$ cat src/rtl/led_sequencer.sv
// Four independently scheduled active-low LEDs (OFF / ON / BLINK / counted FLASH)
// sharing one tick prescaler. Define LED_SEQ_DIM_EN to add per-LED PWM dimming.
module led_sequencer #(
    parameter int CLK_HZ  = 25000000,
    parameter int TICK_HZ = 1000
) (
    input  logic        clk,
    input  logic        resetn,
    input  logic        cmd_valid,
    output logic        cmd_ready,
    input  logic [1:0]  cmd_led,
    input  logic [1:0]  cmd_mode,
    input  logic [15:0] cmd_period,
    input  logic [3:0]  cmd_count,
`ifdef LED_SEQ_DIM_EN
    input  logic [3:0]  cmd_level,
`endif
    output logic [3:0]  busy,
    output logic [3:0]  done,
    output logic [3:0]  led
);

    localparam int DIV = CLK_HZ / TICK_HZ;
    localparam int PW  = $clog2(DIV);

    localparam logic [1:0] MODE_OFF   = 2'd0;
    localparam logic [1:0] MODE_ON    = 2'd1;
    localparam logic [1:0] MODE_BLINK = 2'd2;
    localparam logic [1:0] MODE_FLASH = 2'd3;

    typedef enum logic [1:0] {
        IDLE_OFF = 2'd0,
        IDLE_ON  = 2'd1,
        PH_ON    = 2'd2,
        PH_OFF   = 2'd3
    } led_state_t;

    logic [PW-1:0] presc_reg;
    logic          tick;
    logic          cmd_fire;

    assign cmd_ready = resetn;
    assign cmd_fire  = cmd_valid & resetn;
    assign tick      = (presc_reg == PW'(DIV - 1));

    // Free-running timebase; commands never disturb its phase.
    always_ff @(posedge clk or negedge resetn) begin
        if (!resetn) begin
            presc_reg <= '0;
        end else if (tick) begin
            presc_reg <= '0;
        end else begin
            presc_reg <= presc_reg + PW'(1);
        end
    end

`ifdef LED_SEQ_DIM_EN
    logic [3:0] pwm_reg;

    always_ff @(posedge clk or negedge resetn) begin
        if (!resetn) begin
            pwm_reg <= '0;
        end else begin
            pwm_reg <= pwm_reg + 4'd1;
        end
    end
`endif

    genvar gi;
    generate
        for (gi = 0; gi < 4; gi++) begin : g_led
            led_state_t  state_reg, state_next;
            logic [15:0] timer_reg, timer_next;
            logic [15:0] period_reg, period_next;
            logic [3:0]  pulses_reg, pulses_next;
            logic        flash_reg, flash_next;
            logic        done_reg, done_next;
            logic        hit;
            logic        lit;
            logic [15:0] period_sat;

            assign hit        = cmd_fire && (cmd_led == 2'(gi));
            assign period_sat = (cmd_period == 16'd0) ? 16'd1 : cmd_period;

`ifdef LED_SEQ_DIM_EN
            logic [3:0] level_reg, level_next;
            assign lit = (pwm_reg <= level_reg);
`else
            assign lit = 1'b1;
`endif

            always_ff @(posedge clk or negedge resetn) begin
                if (!resetn) begin
                    state_reg  <= IDLE_OFF;
                    timer_reg  <= '0;
                    period_reg <= '0;
                    pulses_reg <= '0;
                    flash_reg  <= 1'b0;
                    done_reg   <= 1'b0;
`ifdef LED_SEQ_DIM_EN
                    level_reg  <= '0;
`endif
                end else begin
                    state_reg  <= state_next;
                    timer_reg  <= timer_next;
                    period_reg <= period_next;
                    pulses_reg <= pulses_next;
                    flash_reg  <= flash_next;
                    done_reg   <= done_next;
`ifdef LED_SEQ_DIM_EN
                    level_reg  <= level_next;
`endif
                end
            end

            // A command for this LED takes priority over a coincident phase-end tick.
            always_comb begin
                state_next  = state_reg;
                timer_next  = timer_reg;
                period_next = period_reg;
                pulses_next = pulses_reg;
                flash_next  = flash_reg;
                done_next   = 1'b0;
`ifdef LED_SEQ_DIM_EN
                level_next  = level_reg;
`endif
                if (hit) begin
                    period_next = period_sat;
                    timer_next  = period_sat;
                    pulses_next = cmd_count;
                    flash_next  = (cmd_mode == MODE_FLASH);
`ifdef LED_SEQ_DIM_EN
                    level_next  = cmd_level;
`endif
                    case (cmd_mode)
                        MODE_OFF:   state_next = IDLE_OFF;
                        MODE_ON:    state_next = IDLE_ON;
                        MODE_BLINK: state_next = PH_ON;
                        default:    state_next = (cmd_count == 4'd0) ? IDLE_OFF : PH_ON;
                    endcase
                end else if (tick && ((state_reg == PH_ON) || (state_reg == PH_OFF))) begin
                    if (timer_reg == 16'd1) begin
                        timer_next = period_reg;
                        if (state_reg == PH_ON) begin
                            state_next = PH_OFF;
                        end else if (!flash_reg) begin
                            state_next = PH_ON;
                        end else if (pulses_reg == 4'd1) begin
                            pulses_next = 4'd0;
                            state_next  = IDLE_OFF;
                            done_next   = 1'b1;
                        end else begin
                            pulses_next = pulses_reg - 4'd1;
                            state_next  = PH_ON;
                        end
                    end else begin
                        timer_next = timer_reg - 16'd1;
                    end
                end
            end

            assign busy[gi] = (state_reg == PH_ON) || (state_reg == PH_OFF);
            assign done[gi] = done_reg;
            assign led[gi]  = ~(((state_reg == IDLE_ON) || (state_reg == PH_ON)) && lit);
        end
    endgenerate

endmodule

$ cat config.mk
export PLATFORM = sky130hd
export DESIGN_NAME = led_sequencer
export DESIGN_NICKNAME = d
export VERILOG_FILES = /design/src/rtl/led_sequencer.sv
export SDC_FILE = /design/constraint.sdc
export NUM_CORES = 1
export LEC_CHECK = 0
export CAP_MARGIN = 20
export CORE_MARGIN = 2
export CORE_UTILIZATION = 45
export DETAILED_ROUTE_END_ITERATION = 8
export GPL_TIMING_DRIVEN = 1
export SYNTH_ARGS = -nofsm -noshare
export SYNTH_HDL_FRONTEND = slang
export SYNTH_SLANG_ARGS = --single-unit
$ cat constraint.sdc
create_clock -name clk -period 7.12 [get_ports clk]
set_input_delay 1.424 -clock clk [delete_from_list [all_inputs] [get_ports clk]]
set_output_delay 1.424 -clock clk [all_outputs]
set_load 0.02 [all_outputs]
==> qor.yml, run 1 <==
crit_path_end_kind: "primary output"
yosysUniqueCellTypes: 72
synth_top_area_share: 0.4398
worstSetupPathType: "primary input to primary output"
synth_edf_count: 0
seq_area_frac_synth: 0.4398
internal_power_uw: 1962
cp_max_fo: 55
syn_inst: 1152
grt_max_degree: 72
antenna_found_initial: 0
ys.flop_type: "dfrtp_1"
nFillCells: 2089
syn_nets: 1204
instances_no_fill: 1462
seq_power_share: 0.462
yosys.area_share.xor_xnor: 0.02639
via_per_inst: 5.902
grt_pass1_wl_mm: 46.63
yosys.area_share.simple: 0.2748
p_comb_frac: 0.191
swShare: 0.3105
drc_errors: 0
die_y_um: 152.8
dp.cells: 1430
wl_per_cell_um: 19.47
synthArstFlopShare: 1.000
tns_ns: 0
fmaxAchievable_mhz: 254.7
slew_headroom: 0.3535
clockBufferDepth: 2
io_buffer_count: 39
rsz0062_at_grt: "no"
switchingPower_uw: 883.7
syn_to_final_growth_pct: 12.63
p_leak_uw: 0.004826
clkTransAtPathRegs_ns: 0.06
synth_area_leaders: "dfrtp_1 (44%), nand2_1 (9.7%), o21ai_0 (3.2%)"
grt_use_total: 0.2512
yosys_warnings: 0
synth.avg_cell_area_um2: 8.644
routabilityCongestion: 0.8414
cp_slowest_cell: "clkdlybuf4s50_1"
synth_seq_cells: 175
initial_core_util: 0.4577
irDropWorstVdd_mv: 0.1442
die-area_um2: 23340
post-route-util: 0.5155
core_area_um2: 21760
cts_resized: 0
synth_top_family_by_area: "simple AND/OR/NAND/NOR gates"
drt-pass1-iter-count: 5
cp-start-kind: "primary input"
postCtsHoldBufs: 0
h-tree-depth: 4
drive_above_1_share: 0.07699
hold_viol: 0
grt_pass1_vias: 8347
finalMaxSlewViolations: 0
synth_area_leader_cell: "dfrtp_1"
dpl.hpwl_mm: 19.32
cp_top_family: "buffers and inverters"
cts.sinks: 175
drtIter0Drc: 711
setup_viol: 0
grt_overflow: 0
synthAdderAreaFrac: 0.03141
cp.arrival_ns: 2.50
cts_made_buffers: 17
worstPathRequired_ns: 5.70
boundaryPins: 40
nNetsFinal: 1221
vias: 8629
wl_mm: 28.47
worstSkewPairLatency_ns: 0.43
synthMuxAreaShare: 0.02701
dieWidth_um: 152.8
cts_tree: "yes"
synth_area_um2: 9958
rows: 54
synth_compound_area_frac: 0.1599
hold_path_class: "flop to flop"
p_clk_frac: 0.347
cellPowerDensity_nw_per_um2: 253.7
cts_setup_buffers: 0
tightest_slew_ns: 0.9676
period_share: 0.5514
cap_violations: 0
clock-root-buffer: "clkbuf_16"
finClkSkew_ns: 0.01149
status: "completed"
antenna_left: 0
finalCriticalPeriod_ns: 3.926
path_cells: "clkbuf_8 > clkdlybuf4s50_1"
diodes: 0
cpPeakStageDelay_ns: 0.69
path_buf_inv: 2
[layer usage]
metal	track usage	wire, µm	up-vias
li1	-	-	4156
met1	0.3662	13610	4227
met2	0.3942	13050	219
met3	0.03783	1388	27
met4	0.06349	420	0
met5	0	0	-
[synth_stat cells, types with 5 or more instances]
library cell	count
nor3_1	33
o211ai_1	17
a211o_1	6
or2_2	8
nor4_1	26
and4_1	6
nand3_1	32
a31oi_1	19
a21boi_0	9
nor3b_1	10
nand2_1	258
nand4b_1	8
xor2_1	13
dfrtp_1	175
clkbuf_1	46
a22oi_1	7
o21ai_0	63
xnor2_1	17
nand4_1	23
a211oi_1	9
and3_1	7
or3_1	12
mux2_2	7
a21oi_1	46
inv_1	38
ha_1	25
or4_1	16
o221ai_1	6
nor2b_1	8
a21o_1	5
buf_4	5
nor2_1	73
o31ai_1	16
o21ai_1	8
mux2i_1	19
[placed cells by master (no fill, tap or decap), drive strengths merged, types with 5 or more instances in the layout]
master / n
a211oi: 9
a31oi: 19
ha: 25
a22oi: 7
nor3: 38
a21o: 5
a21boi: 9
or3: 12
nor4: 32
and3: 7
nor2b: 8
o21ai: 71
dfrtp: 175
clkbuf: 20
mux2: 7
a211o: 6
or2: 8
mux2i: 19
inv: 40
nand4: 23
buf: 19
nor2: 76
clkinv: 7
clkdlybuf4s50: 38
or4: 17
o221ai: 6
xnor2: 17
nor3b: 10
nand2: 259
a21oi: 46
nand4b: 8
xor2: 13
and4: 6
o31ai: 17
nand3: 32
o211ai: 17
[area by class of cell]
| class | instances | area [µm²] | area share |
|---|---|---|---|
| inverter | 38 | 142.6 | 0.01272 |
| timing repair buffer | 58 | 536.8 | 0.04786 |
| tap | 280 | 350.3 | 0.03124 |
| clock buffer | 19 | 452.9 | 0.04038 |
| multi-input combinational | 879 | 5192 | 0.4630 |
| sequential | 175 | 4379 | 0.3904 |
| clock inverter | 13 | 161.4 | 0.01439 |
[through the flow]
step | power (µW) | hold WS (ns) | setup slack, ns | area [µm²]
floorplan | 1664 | 0.4239 | 4.138 | 9958
global placement | 1854 | 0.4451 | 3.152 | 10600
detailed placement | 1868 | 0.4450 | 3.137 | 10600
CTS | 2859 | 0.4607 | 3.138 | 11220
global route | 3006 | 0.4851 | 3.105 | 11220
finish | 2846 | 0.4609 | 3.194 | 11220
[power groups by stage]
stage | combinational (µW) | sequential (µW) | clock, µW
floorplan | 381 | 1280 | 0
global placement | 530 | 1320 | 0
detailed placement | 544 | 1320 | 0
CTS | 545 | 1310 | 1000
global route | 619 | 1340 | 1050
finish | 544 | 1310 | 989
[logic make-up after synthesis]
family          after synthesis
flops                       175
simple gates                551
mux                          26
compound gates              247
buf+inv                      98
xor+xnor                     30
fa+ha+maj                    25
[final timing paths]
path                                         start                            endpoint  slack (ns)  depth (start not counted)
max                                         resetn                           cmd_ready        3.19                          2
min                         presc_reg[0]$_DFF_PN0_              presc_reg[0]$_DFF_PN0_        0.46                          1
max reg2reg                presc_reg[12]$_DFF_PN0_   g_led[2].timer_reg[4]$_DFFE_PN0P_        3.96                          6
min reg2reg                 presc_reg[0]$_DFF_PN0_              presc_reg[0]$_DFF_PN0_        0.46                          1
max in group asynchronous                   resetn  g_led[3].timer_reg[13]$_DFFE_PN0P_        4.87                          2
min in group asynchronous                   resetn  g_led[1].timer_reg[10]$_DFFE_PN0P_        0.95                          1
Note: power is estimated with default switching activity, not from simulation.
==> run 2, diff against run 1 <==
Clock period 7.12 ns to 3.9 ns, I/O delays scaled along.
==> qor.yml, run 2 (synthesized netlist as in run 1, its figures left out) <==
postCtsHoldBufs: 0
cp_max_fo: 4
drtIter0Drc: 535
setup_viol: 0
hold_path_class: "primary input to async pin"
vias: 8689
wl_met2_mm: 13.17
irDropWorstVdd_mv: 0.2567
cpPeakStageDelay_ns: 0.59
wl_met3_mm: 1.297
cts.sinks: 175
initial_core_util: 0.4577
boundaryPins: 40
core_area_um2: 21760
startpoint: "g_led[2].state_reg[0]$_DFFE_PN0P_"
routabilityCongestion: 0.8839
via_per_inst: 5.843
finClkSkew_ns: 0.009654
rows: 54
cp_slowest_cell: "clkdlybuf4s50_1"
grt_overflow: 0
syn_to_final_growth_pct: 14.30
grt_pass1_wl_mm: 47.06
cp_top_family: "buffers and inverters"
path_cells: "inv_1 > ha_1 > nor2_1 > inv_1 > clkdlybuf4s50_1"
grt_use_total: 0.2561
period_share: 0.8255
nFillCells: 2048
crit_cells: 5
register_area_um2: 4379
multi_input_area_um2: 5192
worstPathRequired_ns: 3.12
drc_errors: 0
antenna_left: 0
final_cell_mix: "nand2_1 (258), dfrtp_1 (175), nor2_1 (73)"
dp_worst_setup_slack_ns: 0.8486
crit_path_end_kind: "primary output"
tns_ns: 0
worstSkewPairLatency_ns: 0.44
final_common_cell: "nand2_1"
drt-pass1-iter-count: 6
dpl.hpwl_mm: 20.21
cp.arrival_ns: 2.44
drive_above_1_share: 0.09445
fmaxAchievable_mhz: 310.6
worstSetupPathType: "flop to primary output"
die-area_um2: 23340
rr_worst_depth: 5
nNetsFinal: 1246
die_y_um: 152.8
grt_pass1_vias: 8460
wirelength_met1_mm: 13.85
cts_setup_buffers: 0
status: "completed"
reg2reg_slack_ns: 0.85
reg2reg_to: "g_led[2].timer_reg[4]$_DFFE_PN0P_"
cts_made_buffers: 17
cellPowerDensity_nw_per_um2: 454.9
dieWidth_um: 152.8
clkTransAtPathRegs_ns: 0.07
finalMaxSlewViolations: 0
routed.top_layer: "met4"
antenna_found_initial: 0
rsz0062_at_grt: "no"
wl_mm: 29.23
io_buffer_count: 39
cp-start-kind: "flop"
grt_max_degree: 60
finalCriticalPeriod_ns: 3.219
slew_headroom: 0.3275
tightest_slew_ns: 1.007
path_buf_inv: 3
p_leak_uw: 0.004928
h-tree-depth: 4
cap_violations: 0
cp_common_cell: "inv_1"
hold_viol: 0
cts_resized: 0
rr_startpoint: "presc_reg[12]$_DFF_PN0_"
critPathCapture: "busy[2]"
clock-root-buffer: "clkbuf_16"
diodes: 0
wl_per_cell_um: 19.66
clockBufferDepth: 2
finalWorstSetupSlack_ns: 0.6806
cts_tree: "yes"
## run 2: cell count changes in the layout (fill, tap and decap cells not counted)
| cell | before | now |
|---|---|---|
| buf_4 | 19 | 44 |
| clkinv_4 | 3 | 4 |
| clkinvlp_4 | 1 | 2 |
| clkbuf_1 | 0 | 2 |
| clkinv_2 | 4 | 1 |
| bufinv_16 | 3 | 2 |
## run 2: power by group
group          internal, µW  switching, µW
clock                   985            772
sequential             2110            283
combinational           438            587
## run 2: area by class of cell
class,instances,area share
clock buffer,21,0.04045
sequential,175,0.3847
multi-input combinational,879,0.4562
clock inverter,11,0.01165
tap,280,0.03078
inverter,38,0.01253
timing repair buffer,83,0.06365
## run 2: layer usage
layer	global-route usage	vias to the layer above
met4	0.09215	0
met3	0.03896	49
met2	0.3938	188
met1	0.3689	4258
li1	-	4194
met5	0	-
## run 2: through the flow
stage | area, µm² | instances | power (µW) | hold WS [ns] | util
after floorplan | 9958 | 1152 | 3037 | 0.4239 | -
after global placement | 10790 | 1455 | 3419 | 0.4400 | 0.4959
after detailed placement | 10790 | 1455 | 3446 | 0.4521 | 0.4959
after CTS | 11380 | 1487 | 5201 | 0.4613 | 0.5232
after global routing | 11380 | 1487 | 5461 | 0.4876 | 0.5232
final | 11380 | 1487 | 5177 | 0.4601 | 0.5232
## run 2: worst min-delay path by stage
stage | start | endpoint | slack [ns] | cells past startpoint
after floorplan | presc_reg[0]$_DFF_PN0_ | presc_reg[0]$_DFF_PN0_ | 0.42 | 1
after global placement | presc_reg[0]$_DFF_PN0_ | presc_reg[0]$_DFF_PN0_ | 0.44 | 1
after detailed placement | presc_reg[0]$_DFF_PN0_ | presc_reg[0]$_DFF_PN0_ | 0.45 | 1
after CTS | presc_reg[0]$_DFF_PN0_ | presc_reg[0]$_DFF_PN0_ | 0.46 | 1
after global routing | g_led[3].period_reg[14]$_DFFE_PN0P_ | g_led[3].period_reg[14]$_DFFE_PN0P_ | 0.49 | 2
final | resetn | g_led[1].timer_reg[8]$_DFFE_PN0P_ | 0.46 | 2
## run 2: worst reg2reg max path, cell delays in order (launching register included)
cell and delay, ns:
dfrtp_1 0.41, or4_1 0.74, nor4_4 0.71, nand2_1 0.51, a221o_1 0.48, o21ai_0 0.13
==> run 3, diff against run 2 <==
Clock period 3.9 ns to 3.4 ns, I/O delays scaled along.
==> qor.yml, run 3 (synthesized netlist as in run 1, its figures left out) <==
grt_pass1_wl_mm: 47.29
cp-start-kind: "flop"
cts.sinks: 175
vias: 8754
internal_power_uw: 4101
rows: 54
postCtsHoldBufs: 0
p_comb_frac: 0.199
nNetsFinal: 1250
reg2reg_slack_ns: 0.51
clock-root-buffer: "clkbuf_16"
finalCriticalPeriod_ns: 3.137
cap_violations: 0
p_clk_frac: 0.342
rr_startpoint: "presc_reg[12]$_DFF_PN0_"
io_buffer_count: 39
worstPathRequired_ns: 2.72
irDropWorstVdd_mv: 0.3238
period_share: 0.9226
grt_overflow: 0
diodes: 0
cellPowerDensity_nw_per_um2: 523.4
antenna_found_initial: 0
routabilityCongestion: 0.8471
wl_mm: 29.27
tightest_slew_ns: 0.9387
drc_errors: 0
startpoint: "g_led[2].state_reg[0]$_DFFE_PN0P_"
switchingPower_uw: 1881
hold_path_class: "primary input to async pin"
antenna_left: 0
worstSkewPairLatency_ns: 0.43
drt-pass1-iter-count: 5
grt_max_degree: 68
wl_per_cell_um: 19.63
slew_headroom: 0.3742
grt_use_total: 0.2575
cts_made_buffers: 17
cp_max_fo: 4
rr_worst_depth: 5
fmaxAchievable_mhz: 318.8
finClkSkew_ns: 0.01396
reg2reg_to: "g_led[1].pulses_reg[1]$_DFFE_PN0P_"
die_y_um: 152.8
rsz0062_at_grt: "no"
h-tree-depth: 4
setup_viol: 0
final_cell_area_um2: 11430
finalMaxSlewViolations: 0
place_area_um2: 10820
tns_ns: 0
dpl.hpwl_mm: 20.17
p_leak_uw: 0.004947
drtIter0Drc: 616
drive_above_1_share: 0.09909
worstSetupPathType: "flop to primary output"
seq_power_share: 0.459
syn_to_final_growth_pct: 14.76
crit_path_end_kind: "primary output"
cp.arrival_ns: 2.46
cts_tree: "yes"
hold_viol: 0
clkTransAtPathRegs_ns: 0.07
via_per_inst: 5.871
status: "completed"
final_cell_mix: "nand2_1 (258), dfrtp_1 (175), nor2_1 (73)"
core_area_um2: 21760
swShare: 0.3144
grt_pass1_vias: 8254
cts_resized: 0
dieWidth_um: 152.8
die-area_um2: 23340
cts_setup_buffers: 0
boundaryPins: 40
initial_core_util: 0.4577
clockBufferDepth: 2
final_common_cell: "nand2_1"
critPathCapture: "busy[2]"
run 3: cell count changes in the layout (fill, tap and decap cells not counted):
cell | before | now
clkbuf_8 | 3 | 5
buf_4 | 44 | 48
clkinv_4 | 4 | 1
clkinvlp_4 | 2 | 5
clkbuf_1 | 2 | 0
run 3: worst min path at each step:
| stage | end | slack [ns] | depth (start not counted) |
|---|---|---|---|
| 2_1_floorplan | g_led[0].done_reg$_DFF_PN0_ | 0.38 | 0 |
| 3_3_place_gp | presc_reg[0]$_DFF_PN0_ | 0.44 | 1 |
| 3_5_place_dp | presc_reg[0]$_DFF_PN0_ | 0.44 | 1 |
| 4_1_cts | g_led[2].timer_reg[13]$_DFFE_PN0P_ | 0.16 | 1 |
| 5_1_grt | g_led[2].pulses_reg[2]$_DFFE_PN0P_ | 0.17 | 1 |
| 6_report | g_led[2].pulses_reg[2]$_DFFE_PN0P_ | 0.17 | 1 |
run 3: layout make-up:
class	instances	area [µm²]
multi-input combinational	879	5192
inverter	38	142.6
clock buffer	21	480.5
tap	280	350.3
fill	2068	10330
timing repair buffer	87	754.5
clock inverter	11	128.9
sequential	175	4379
run 3: worst max-delay path, stage by stage (launching register included):
cell and delay [ns]:
dfrtp_1 0.38, inv_1 0.05, ha_1 0.25, nor2_1 0.53, inv_1 0.22, clkdlybuf4s50_1 0.60
run 3: routing by layer:
| layer | global-route usage | routed length, µm | vias to the layer above |
|---|---|---|---|
| met5 | 0 | 0 | - |
| met4 | 0.07231 | 607 | 0 |
| met3 | 0.03641 | 1280 | 30 |
| met2 | 0.3980 | 13330 | 230 |
| met1 | 0.3790 | 14060 | 4276 |
| li1 | - | - | 4218 |
run 3: stage by stage:
stage	total power, µW	instances	hold slack [ns]	utilization	setup slack [ns]
after global placement	3939	1459	0.4388	0.4973	0.5777
after CTS	6016	1491	0.1613	0.5253	0.2752
after floorplan	3484	1152	0.3844	-	0.8431
final	5982	1491	0.1742	0.5253	0.2631
after global routing	6314	1491	0.1728	0.5253	0.1523
after detailed placement	3960	1459	0.4410	0.4973	0.5385
run 3: power groups by stage:
stage | logic (µW) | registers [µW] | clock network (µW)
finish | 1190 | 2750 | 2040
global placement | 1170 | 2770 | 0
floorplan | 797 | 2690 | 0
CTS | 1190 | 2740 | 2080
detailed placement | 1190 | 2770 | 0
global route | 1340 | 2800 | 2180
